$ cat config.mk
export PLATFORM = sky130hd
export DESIGN_NAME = vga_fb_arbiter
export DESIGN_NICKNAME = d
export VERILOG_FILES = /design/src/rtl/vga_fb_arbiter.sv
export SDC_FILE = /design/constraint.sdc
export NUM_CORES = 1
export LEC_CHECK = 0
export CORE_MARGIN = 4
export CORE_UTILIZATION = 42
export CTS_CLUSTER_SIZE = 16
export DETAILED_ROUTE_END_ITERATION = 16
export PLACE_DENSITY = 0.83
export SKIP_CTS_REPAIR_TIMING = 1
export SYNTH_ARGS = -nofsm -noshare
export SYNTH_HDL_FRONTEND = slang
export SYNTH_SLANG_ARGS = --single-unit
$ cat constraint.sdc
create_clock -name clk -period 2.1 [get_ports clk]
set_clock_uncertainty 0.15 [all_clocks]
set_input_delay 0.42 -clock clk [delete_from_list [all_inputs] [get_ports clk]]
set_output_delay 0.42 -clock clk [all_outputs]
set_load 0.01 [all_outputs]
$ cat src/rtl/vga_fb_arbiter.sv
// ---------------------------------------------------------------------------
// vga_fb_arbiter
//
// Shares one single-port synchronous framebuffer RAM between the VGA
// scan-out fetcher (reads, real-time) and an image writer (writes). The RAM
// holds two images; the front image is scanned out while the writer fills
// the back image. Buffer swaps are deferred to frame_start so the display
// never tears.
//
// Ports:
//   clk, reset      system clock, synchronous active-high reset
//   image_select    requested front buffer (level)
//   frame_start     one-cycle pulse at start of vertical blanking
//   vga_req/addr    scan-out read request and pixel address
//   vga_gnt         read accepted this cycle (VGA has strict priority)
//   vga_rvalid/rdata read return, MEM_LAT+1 cycles after the grant cycle
//   wr_req/addr/data writer request, pixel address and data
//   wr_gnt          write accepted this cycle
//   mem_addr/we/wdata registered RAM command, mem_addr MSB = buffer select
//   mem_rdata       RAM read data
//   front_buf       buffer currently displayed
//   swap_pending    a swap has been requested and waits for frame_start
// ---------------------------------------------------------------------------
module vga_fb_arbiter #(
    parameter int ADDR_W  = 16,
    parameter int DATA_W  = 24,
    parameter int MEM_LAT = 1
) (
    input  logic              clk,
    input  logic              reset,
    input  logic              image_select,
    input  logic              frame_start,
    input  logic              vga_req,
    input  logic [ADDR_W-1:0] vga_addr,
    output logic              vga_gnt,
    output logic              vga_rvalid,
    output logic [DATA_W-1:0] vga_rdata,
    input  logic              wr_req,
    input  logic [ADDR_W-1:0] wr_addr,
    input  logic [DATA_W-1:0] wr_data,
    output logic              wr_gnt,
    output logic [ADDR_W:0]   mem_addr,
    output logic              mem_we,
    output logic [DATA_W-1:0] mem_wdata,
    input  logic [DATA_W-1:0] mem_rdata,
    output logic              front_buf,
    output logic              swap_pending
);

    typedef enum logic [1:0] {
        SHOW0 = 2'b00,
        SHOW1 = 2'b01,
        PEND0 = 2'b10,
        PEND1 = 2'b11
    } swap_state_e;

    swap_state_e       state_q, state_d;
    logic [ADDR_W:0]   mem_addr_q, mem_addr_d;
    logic              mem_we_q, mem_we_d;
    logic [DATA_W-1:0] mem_wdata_q, mem_wdata_d;
    // tag_q[k] set means a read granted k+1 cycles ago is still in flight
    logic [MEM_LAT:0]  tag_q, tag_d;
    logic [DATA_W-1:0] rdata_q, rdata_d;
    logic              front_s;
    logic              pend_s;
    logic              vga_gnt_s;
    logic              wr_gnt_s;

    // Arbitration: the scan-out side always wins, the writer waits
    assign vga_gnt_s = vga_req;
    assign wr_gnt_s  = wr_req & ~vga_req;

    // Decode displayed buffer and pending flag from the swap state
    always_comb begin
        front_s = 1'b0;
        pend_s  = 1'b0;
        case (state_q)
            SHOW0: begin front_s = 1'b0; pend_s = 1'b0; end
            SHOW1: begin front_s = 1'b1; pend_s = 1'b0; end
            PEND0: begin front_s = 1'b0; pend_s = 1'b1; end
            PEND1: begin front_s = 1'b1; pend_s = 1'b1; end
            default: begin front_s = 1'b0; pend_s = 1'b0; end
        endcase
    end

    // Swap FSM next state; a cancel (image_select back to the shown buffer)
    // takes precedence over a coincident frame_start
    always_comb begin
        state_d = state_q;
        case (state_q)
            SHOW0: begin
                if (image_select) state_d = PEND0;
                else              state_d = SHOW0;
            end
            SHOW1: begin
                if (!image_select) state_d = PEND1;
                else               state_d = SHOW1;
            end
            PEND0: begin
                if (!image_select)    state_d = SHOW0;
                else if (frame_start) state_d = SHOW1;
                else                  state_d = PEND0;
            end
            PEND1: begin
                if (image_select)     state_d = SHOW1;
                else if (frame_start) state_d = SHOW0;
                else                  state_d = PEND1;
            end
            default: state_d = SHOW0;
        endcase
    end

    // Memory command for next cycle; the buffer bit is the one shown now,
    // so a grant coinciding with the swapping frame_start uses the old buffer
    always_comb begin
        mem_addr_d  = mem_addr_q;
        mem_we_d    = 1'b0;
        mem_wdata_d = mem_wdata_q;
        if (vga_gnt_s) begin
            mem_addr_d = {front_s, vga_addr};
        end else if (wr_gnt_s) begin
            mem_addr_d  = {~front_s, wr_addr};
            mem_we_d    = 1'b1;
            mem_wdata_d = wr_data;
        end else begin
            mem_addr_d = mem_addr_q;
        end
    end

    // Read-tag shift register and read-data hold register next state
    always_comb begin
        tag_d = {tag_q[MEM_LAT-1:0], vga_gnt_s};
        if (tag_q[MEM_LAT]) rdata_d = mem_rdata;
        else                rdata_d = rdata_q;
    end

    // State registers with synchronous reset
    always_ff @(posedge clk) begin
        if (reset) begin
            state_q     <= SHOW0;
            mem_addr_q  <= {(ADDR_W+1){1'b0}};
            mem_we_q    <= 1'b0;
            mem_wdata_q <= {DATA_W{1'b0}};
            tag_q       <= {(MEM_LAT+1){1'b0}};
            rdata_q     <= {DATA_W{1'b0}};
        end else begin
            state_q     <= state_d;
            mem_addr_q  <= mem_addr_d;
            mem_we_q    <= mem_we_d;
            mem_wdata_q <= mem_wdata_d;
            tag_q       <= tag_d;
            rdata_q     <= rdata_d;
        end
    end

    assign vga_gnt      = vga_gnt_s;
    assign wr_gnt       = wr_gnt_s;
    assign mem_addr     = mem_addr_q;
    assign mem_we       = mem_we_q;
    assign mem_wdata    = mem_wdata_q;
    assign front_buf    = front_s;
    assign swap_pending = pend_s;
    assign vga_rvalid   = tag_q[MEM_LAT];
    // RAM data is passed through in its valid cycle and held otherwise
    assign vga_rdata    = tag_q[MEM_LAT] ? mem_rdata : rdata_q;

endmodule

# --- Word-level counts from Yosys, hierarchy flattened ---
# Cells that the tools add are included.
# W data, S select, Z words.
word_totals:
  output_inout_bits: 71
  reg_bits: 70
  word_cells: 33
  in_bits: 86
classes:
  n_mux: 13
  n_bitwise: 3
  eq_ne: 3
  reduce_logical: 8
op_table:
  columns: ["cell", "count"]
  rows:
  - ["$mux W17", 2]
  - ["$mux W24", 1]
  - ["$mux W2", 6]
  - ["$reduce_or A2 Y1", 5]
  - ["$pmux W2 S4", 1]
  - ["$eq A2 B2 Y1 const B", 2]
  - ["$pmux W1 S2", 2]
  - ["$eq A2 B1 Y1 const B", 1]
  - ["$logic_not A2 Y1", 1]
  - ["$not A1 Y1", 2]
  - ["$reduce_and A2 Y1", 1]
  - ["$reduce_bool A2 Y1", 1]
  - ["$and A1 B1 Y1", 1]
  - ["$mux W1", 1]

# --- Logic depth before layout (Yosys ltp) ---
# Gate-level depths: netlist of run 1.
depth:
  depth_word: 6
  mapped_depth: 7
  mapped_depth_nobuf: 4

# --- Worst setup path after synthesis of run 1 ---
# OpenSTA, ideal clock, no wires.
synth_path:
  path_kind: "register -> output"
  startpoint: "reg tag_q[1]"
  endpoint: "out vga_rdata[5]"
  n_path_buf: 2
  arrival_time_ns: 1.036
  path_slack_ns: 0.494
  required_ns: 1.530
  path_stages_with_launch: 4
  path_cell_list: "dfxtp_1 buf_6 buf_6 mux2_2"
synth_between:
  elab_chain_len: 1
synth_rtl:
  columns: ["element", "line_no", "text"]
  rows:
  - ["start, declared", "62", "logic [MEM_LAT:0] tag_q, tag_d;"]
  - ["start signal, assigned", "144", "tag_q <= {(MEM_LAT+1){1'b0}};"]
  - ["start signal, assigned", "151", "tag_q <= tag_d;"]
  - ["$mux W24", null, null]
  - ["end, declared", "37", "output logic [DATA_W-1:0] vga_rdata,"]
# No other way between the ends.

# --- Worst setup path in the final report of run 1 ---
layout_path:
  startpoint: "reg tag_q[1]"
  endpoint: "out vga_rvalid"
layout_rtl:
  columns: ["element", "line_no", "text"]
  rows:
  - ["end, declared", "36", "output logic vga_rvalid,"]
# No word-level cell between the ends.

==> run metrics, run 1 <==
FF-to-FF setup slack 0.81 ns; GR Overflow Total 0; Skew-Pair Late Insertion Delay 0.34 ns; Port Buffers 156; WP buf/inv 2; Int Pwr 2.539 mW; Core Region 6794 um^2; cell family with most CP delay buffers and inverters; fmax 497.8 MHz; I/O Pins 157; gp weighted congestion 0.6980; slowest stage delay, CP 0.54 ns; vias in the first global route 2479; # nets final 533; Worst Path Max Fanout 12; fin cells 548; fillers 529; die area 8403 um^2; ant diodes 0; CTS clock-pin slew for the worst setup and hold paths 0.07 ns; initial antenna violation count 0; layout overhead on the synthesized area 65.23%; CTS Buffer Depth 2; HPWL Detailed 5578 um; worst path arrival time 1.44 ns; Pre-antenna DRT Iters 4; Multi-input gate area 1355 um^2; peak supply drop 0.0003972 V; R2R Path End rdata_q[23]$_SDFF_PP0_; DP Cell Count 531; CTS tree built; via count 2511; Syn Area/Cell 9.934 um^2; sequential cell area 1405 um^2; min cycle time layout 2.009 ns; die span in y 91.67 um; Clock Power Share 39.3%; Worst setup EP type output pin; Hold Crit Depth 1; Tot Pwr 3.284 mW; Worst Hold Path EP tag_q[1]$_SDFF_PP0_; Yosys warnings 0; H-Tree Depth 3; routed vias/inst 4.582; Max Transition Viols Final 0; status finished clean; first-pass GRT wire length 12450 um; routed len/inst 14.38 um; Post-Syn Instances 296; pwr dens 676.0 nW/um^2; Syn Nets 382; Period Utilization, post-route 95.66%; RSZ-0062 raised after global routing false; Seq pwr share 43.1%; die width 91.67 um; fraction of layout cells with a size suffix above 1 15.71%; Initial Util 43.28%; Hold Path Class reg2reg; crit path cell chain clkbuf_16 -> clkdlybuf4s50_1; Sw Pwr 0.7450 mW; clock sinks 70; cells on worst reg2reg path 3; Worst slew margin 64.26%; largest net degree at the start of global routing 39; routed wire length 7882 um; detailed-route DRC error count 0; Netlist cell types 22; R2R Path Start tag_q[1]$_SDFF_PP0_; critical path class reg2out; Yosys reg bits 70; HP Start tag_q[0]$_SDFF_PP0_; total track usage 18.43%; Crit-path slowest cell clkdlybuf4s50_1; critical path required time 1.53 ns; Worst Max-Slew Pin Slew 0.5360 ns; Final ANT Viol Nets 0; final hold viol count 0; switching part of the total 22.68%; # rows 30; leakage power 2.293 nW; Max Cap Viol 0; Seq/Total Area, Yosys 47.66%; Iter 0 DRT Violations 56; Startpoint Class flip-flop; CTS Buf Count 9; Root Driver clkbuf_8; endpoints failing setup 0; Logic pwr share 17.6%; synthesized cell area 2940 um^2
through the flow:
stage / instance area, um^2 / hold slack (ns) / TNS, ns / util [%] / setup WS [ns]
floorplan: 2940 / 0.2638 / 0 / - / 0.4940
global placement: 4527 / 0.2839 / -0.9403 / 66.63 / -0.1267
detailed placement: 4527 / 0.2789 / -1.102 / 66.63 / -0.1185
CTS: 4765 / 0.2963 / -5.623 / 70.13 / -0.2759
global route: 4858 / 0.3053 / 0 / 71.51 / 0.04821
finish: 4858 / 0.2910 / 0 / 71.51 / 0.09120
worst register-to-register path: stages, from the launching register on:
cell and delay (ns):
dfxtp_4 0.38, buf_12 0.15, mux2_2 0.35, nor2b_1 0.13
how the worst max path moves through the flow:
stage | start | endpoint | cells after the start
floorplan | tag_q[1]$_SDFF_PP0_ | vga_rdata[5] | 3
global placement | vga_req | wr_gnt | 4
detailed placement | vga_req | wr_gnt | 4
CTS | tag_q[1]$_SDFF_PP0_ | vga_rdata[1] | 3
global route | tag_q[1]$_SDFF_PP0_ | vga_rvalid | 2
finish | tag_q[1]$_SDFF_PP0_ | vga_rvalid | 2
sequential cells by signal (all words and copies together), names as in the netlist, named ones only:
name and count:
mem_wdata 24, mem_addr 17, rdata_q 24, mem_we 1, tag_q 2, state_q 1
final cells by class:
class,instances,area share (%)
clock buffer,10,2.627
clock inverter,6,2.266
inverter,1,0.1803
multi-input combinational,200,27.89
sequential,70,28.92
tap,96,2.472
timing repair buffer,165,35.64
cells in the final DEF (no fill, tap or decap), types with 2 or more instances in the layout:
master	count
clkdlybuf4s50_1	129
nand2_1	69
dfxtp_1	69
nor2b_1	33
dlymetal6s2s_1	26
a21oi_2	19
mux2_4	17
mux2i_1	16
o21ai_0	16
and2b_1	9
clkbuf_8	9
mux2_2	7
a21oi_1	6
buf_4	6
nor2_1	3
bufinv_16	3
clkinvlp_4	2
buf_12	2
cells by family after synthesis:
kind of cell              Yosys count  share of synthesized area [%]
xor gates and xnor gates            1                         0.2979
buffers and inverters              26                          6.255
muxes                              40                          16.81
DFF                                70                          47.66
and+or+nand+nor                   117                          19.36
AOI/OAI and AO/OA                  42                          9.617
cell usage after synthesis:
master    number  area share [%]
buf_2          2            0.34
nand2_1       69             8.8
o21ai_0       16             2.7
a31oi_1        1            0.21
xor2_1         1            0.30
mux2_4        17             8.7
nand2b_4       1            0.47
nor2b_1       33             7.0
a21oi_2       19             5.7
dfxtp_1       70              48
clkinv_4       1            0.30
mux2i_1       16             5.4
buf_6          9             3.4
clkbuf_1      10             1.3
nand3_1        1            0.17
buf_4          3            0.77
nand2b_1       1            0.21
buf_1          1            0.13
mux2_2         7             2.7
a21oi_1        6             1.0
nor2_1         3            0.38
and2b_1        9             2.3
routing by layer:
layer	track usage [%]	vias to the layer above	wire length (um)
met5	0	-	0
met4	6.281	0	102
met3	7.301	10	694
met2	29.95	93	3838
met1	22.12	1150	3246
li1	-	1258	-
power groups by stage:
| stage | logic, mW | clock network, mW | registers [mW] |
|---|---|---|---|
| 2_1_floorplan | 0.233 | 0 | 1.47 |
| 3_3_place_gp | 0.573 | 0 | 1.44 |
| 3_5_place_dp | 0.583 | 0 | 1.45 |
| 4_1_cts | 0.588 | 1.32 | 1.42 |
| 5_1_grt | 0.620 | 1.39 | 1.42 |
| 6_report | 0.577 | 1.29 | 1.42 |
(Power assumes the default switching activity.)
==> run 2: changes to the inputs <==
--- a/config.mk
+++ b/config.mk
@@ -5,7 +5,7 @@
 export SDC_FILE = /design/constraint.sdc
 export NUM_CORES = 1
 export LEC_CHECK = 0
-export CORE_MARGIN = 4
+export CORE_MARGIN = 10
 export CORE_UTILIZATION = 42
 export CTS_CLUSTER_SIZE = 16
 export DETAILED_ROUTE_END_ITERATION = 16
==> run 2 against run 1 <==
Net effect:
- first-iteration DRC count is 20% lower
- flip-flop and latch count is the same
- power down 5.1%
- final cell count down 0.18%
- worst setup slack worse by 0.044 ns
- sequential share of layout area rose by 0.25 points
- combinational power barely moved
- final area down 1.0%
- largest cell class unchanged
==> run metrics, run 2 (synthesis gave the netlist of run 1 again) <==
Pre-antenna DRT Iters 4 (unchanged); Max Transition Viols Final 0 (unchanged); pwr dens 647.9 nW/um^2 (-4.2%); pre-CTS setup slack -0.1136 ns (+0.004894 ns); Max Cap Viol 0 (unchanged); CTS Buf Count 9 (unchanged); cell area after layout 4808 um^2 (-1.0%); endpoints failing setup 0 (unchanged); die width 103.7 um (+13%); total negative slack 0 ns (unchanged); # rows 30 (unchanged); Worst setup EP type output pin; initial antenna violation count 0 (unchanged); Skew-Pair Late Insertion Delay 0.32 ns (-0.02 ns); Worst slew margin 73.30% (+9.0 points); crit path cell chain clkdlybuf4s50_1 -> clkdlybuf4s50_1; CTS clock-pin slew for the worst setup and hold paths 0.07 ns (about the same); WP buf/inv 2 (unchanged); layout overhead on the synthesized area 63.53%; final hold viol count 0 (unchanged); vias in the first global route 2622 (+5.8%); CTS tree built; Multi-input gate area 1355 um^2 (unchanged); worst path arrival time 1.48 ns (+0.04 ns); first-pass GRT wire length 13880 um (+11%); critical path required time 1.53 ns (about the same); Final ANT Viol Nets 0 (unchanged); Cell Area, Placed 4527 um^2 (unchanged); GR Overflow Total 0 (unchanged); # nets final 532 (-0.19%); Startpoint Class input port; sequential cell area 1403 um^2 (-0.18%); status finished clean; total track usage 15.65% (-2.8 points); fin cells 547 (-0.18%); Worst Max-Slew Pin Slew 0.4005 ns (-0.1355 ns); worst setup margin 0.04742 ns (-0.04379 ns); clock sinks 70 (unchanged); routed wire length 8738 um (+11%); most frequent cells in the layout clkdlybuf4s50_1 (130), nand2_1 (69), dfxtp_1 (69), nor2b_1 (33), dlymetal6s2s_1 (25); CTS Buffer Depth 2 (unchanged); die area 10750 um^2 (+28%); Period Utilization, post-route 97.74% (+2.1 points); DP Cell Count 531 (unchanged); I/O Pins 157 (unchanged); die span in y 103.7 um (+13%); routed vias/inst 4.517 (-1.4%); RSZ-0062 raised after global routing false; min cycle time layout 2.053 ns (+0.04379 ns); fmax 487.2 MHz (-2.1%); fillers 529 (unchanged); Core Region 6794 um^2 (unchanged); via count 2471 (-1.6%); leakage power 2.265 nW (-1.2%); Worst Path Max Fanout 3 (-9); final core occ 70.77% (-0.74 points); peak supply drop 0.0004029 V (+1.4%); cell mode on critical path clkdlybuf4s50_1; fraction of layout cells with a size suffix above 1 15.52% (-0.19 points); Port Buffers 156 (unchanged); routed len/inst 15.97 um (+11%); H-Tree Depth 3 (unchanged); leading cell type in the layout, fill and taps excluded clkdlybuf4s50_1; gp weighted congestion 0.7346 (+5.2%); cell family with most CP delay buffers and inverters; detailed-route DRC error count 0 (unchanged); HPWL Detailed 6568 um (+18%); largest net degree at the start of global routing 37 (-5.1%); Root Driver clkbuf_8; Crit-path slowest cell clkdlybuf4s50_1; critical path class in2out; Initial Util 43.28% (unchanged); slowest stage delay, CP 0.56 ns (+0.02 ns); Hold Path Class reg2reg; ant diodes 0 (unchanged); Iter 0 DRT Violations 45 (-20%)
-- run 2: per-layer routing --
layer | routed length, um | up-vias | GRT usage, %
li1 | - | 1255 | -
met1 | 3765 | 1116 | 18.15
met2 | 4123 | 98 | 25.18
met3 | 813 | 2 | 7.311
met4 | 35 | 0 | 4.473
met5 | 0 | - | 0
-- run 2: per-stage QoR --
stage,hold slack [ns],power [mW]
floorplan,0.2638,1.699
global placement,0.2758,2.023
detailed placement,0.2824,2.035
CTS,0.3006,3.162
global route,0.3027,3.261
finish,0.2917,3.115
-- run 2: cell type report --
class	count	area share, %
clock inverters	4	1.145
multi-input cells	200	28.18
repair buffers	164	35.60
well taps	96	2.498
clock buffers	12	3.227
flip-flops and latches	70	29.17
inverters	1	0.1821
-- run 2: path summary, 6_finish.rpt --
path                       start               endpoint  slack [ns]  cells after the start
max reg2reg  tag_q[1]$_SDFF_PP0_  rdata_q[0]$_SDFF_PP0_        0.81                      3
max                      vga_req                vga_gnt        0.05                      2
min          tag_q[0]$_SDFF_PP0_    tag_q[1]$_SDFF_PP0_        0.29                      1
min reg2reg  tag_q[0]$_SDFF_PP0_    tag_q[1]$_SDFF_PP0_        0.29                      1
-- run 2: power by group --
part           internal (mW)  leakage, nW  switching (mW)  total [mW]
combinational          0.361         1.59           0.215       0.577
sequential              1.39        0.574          0.0278        1.42
clock                  0.619        0.103           0.503        1.12
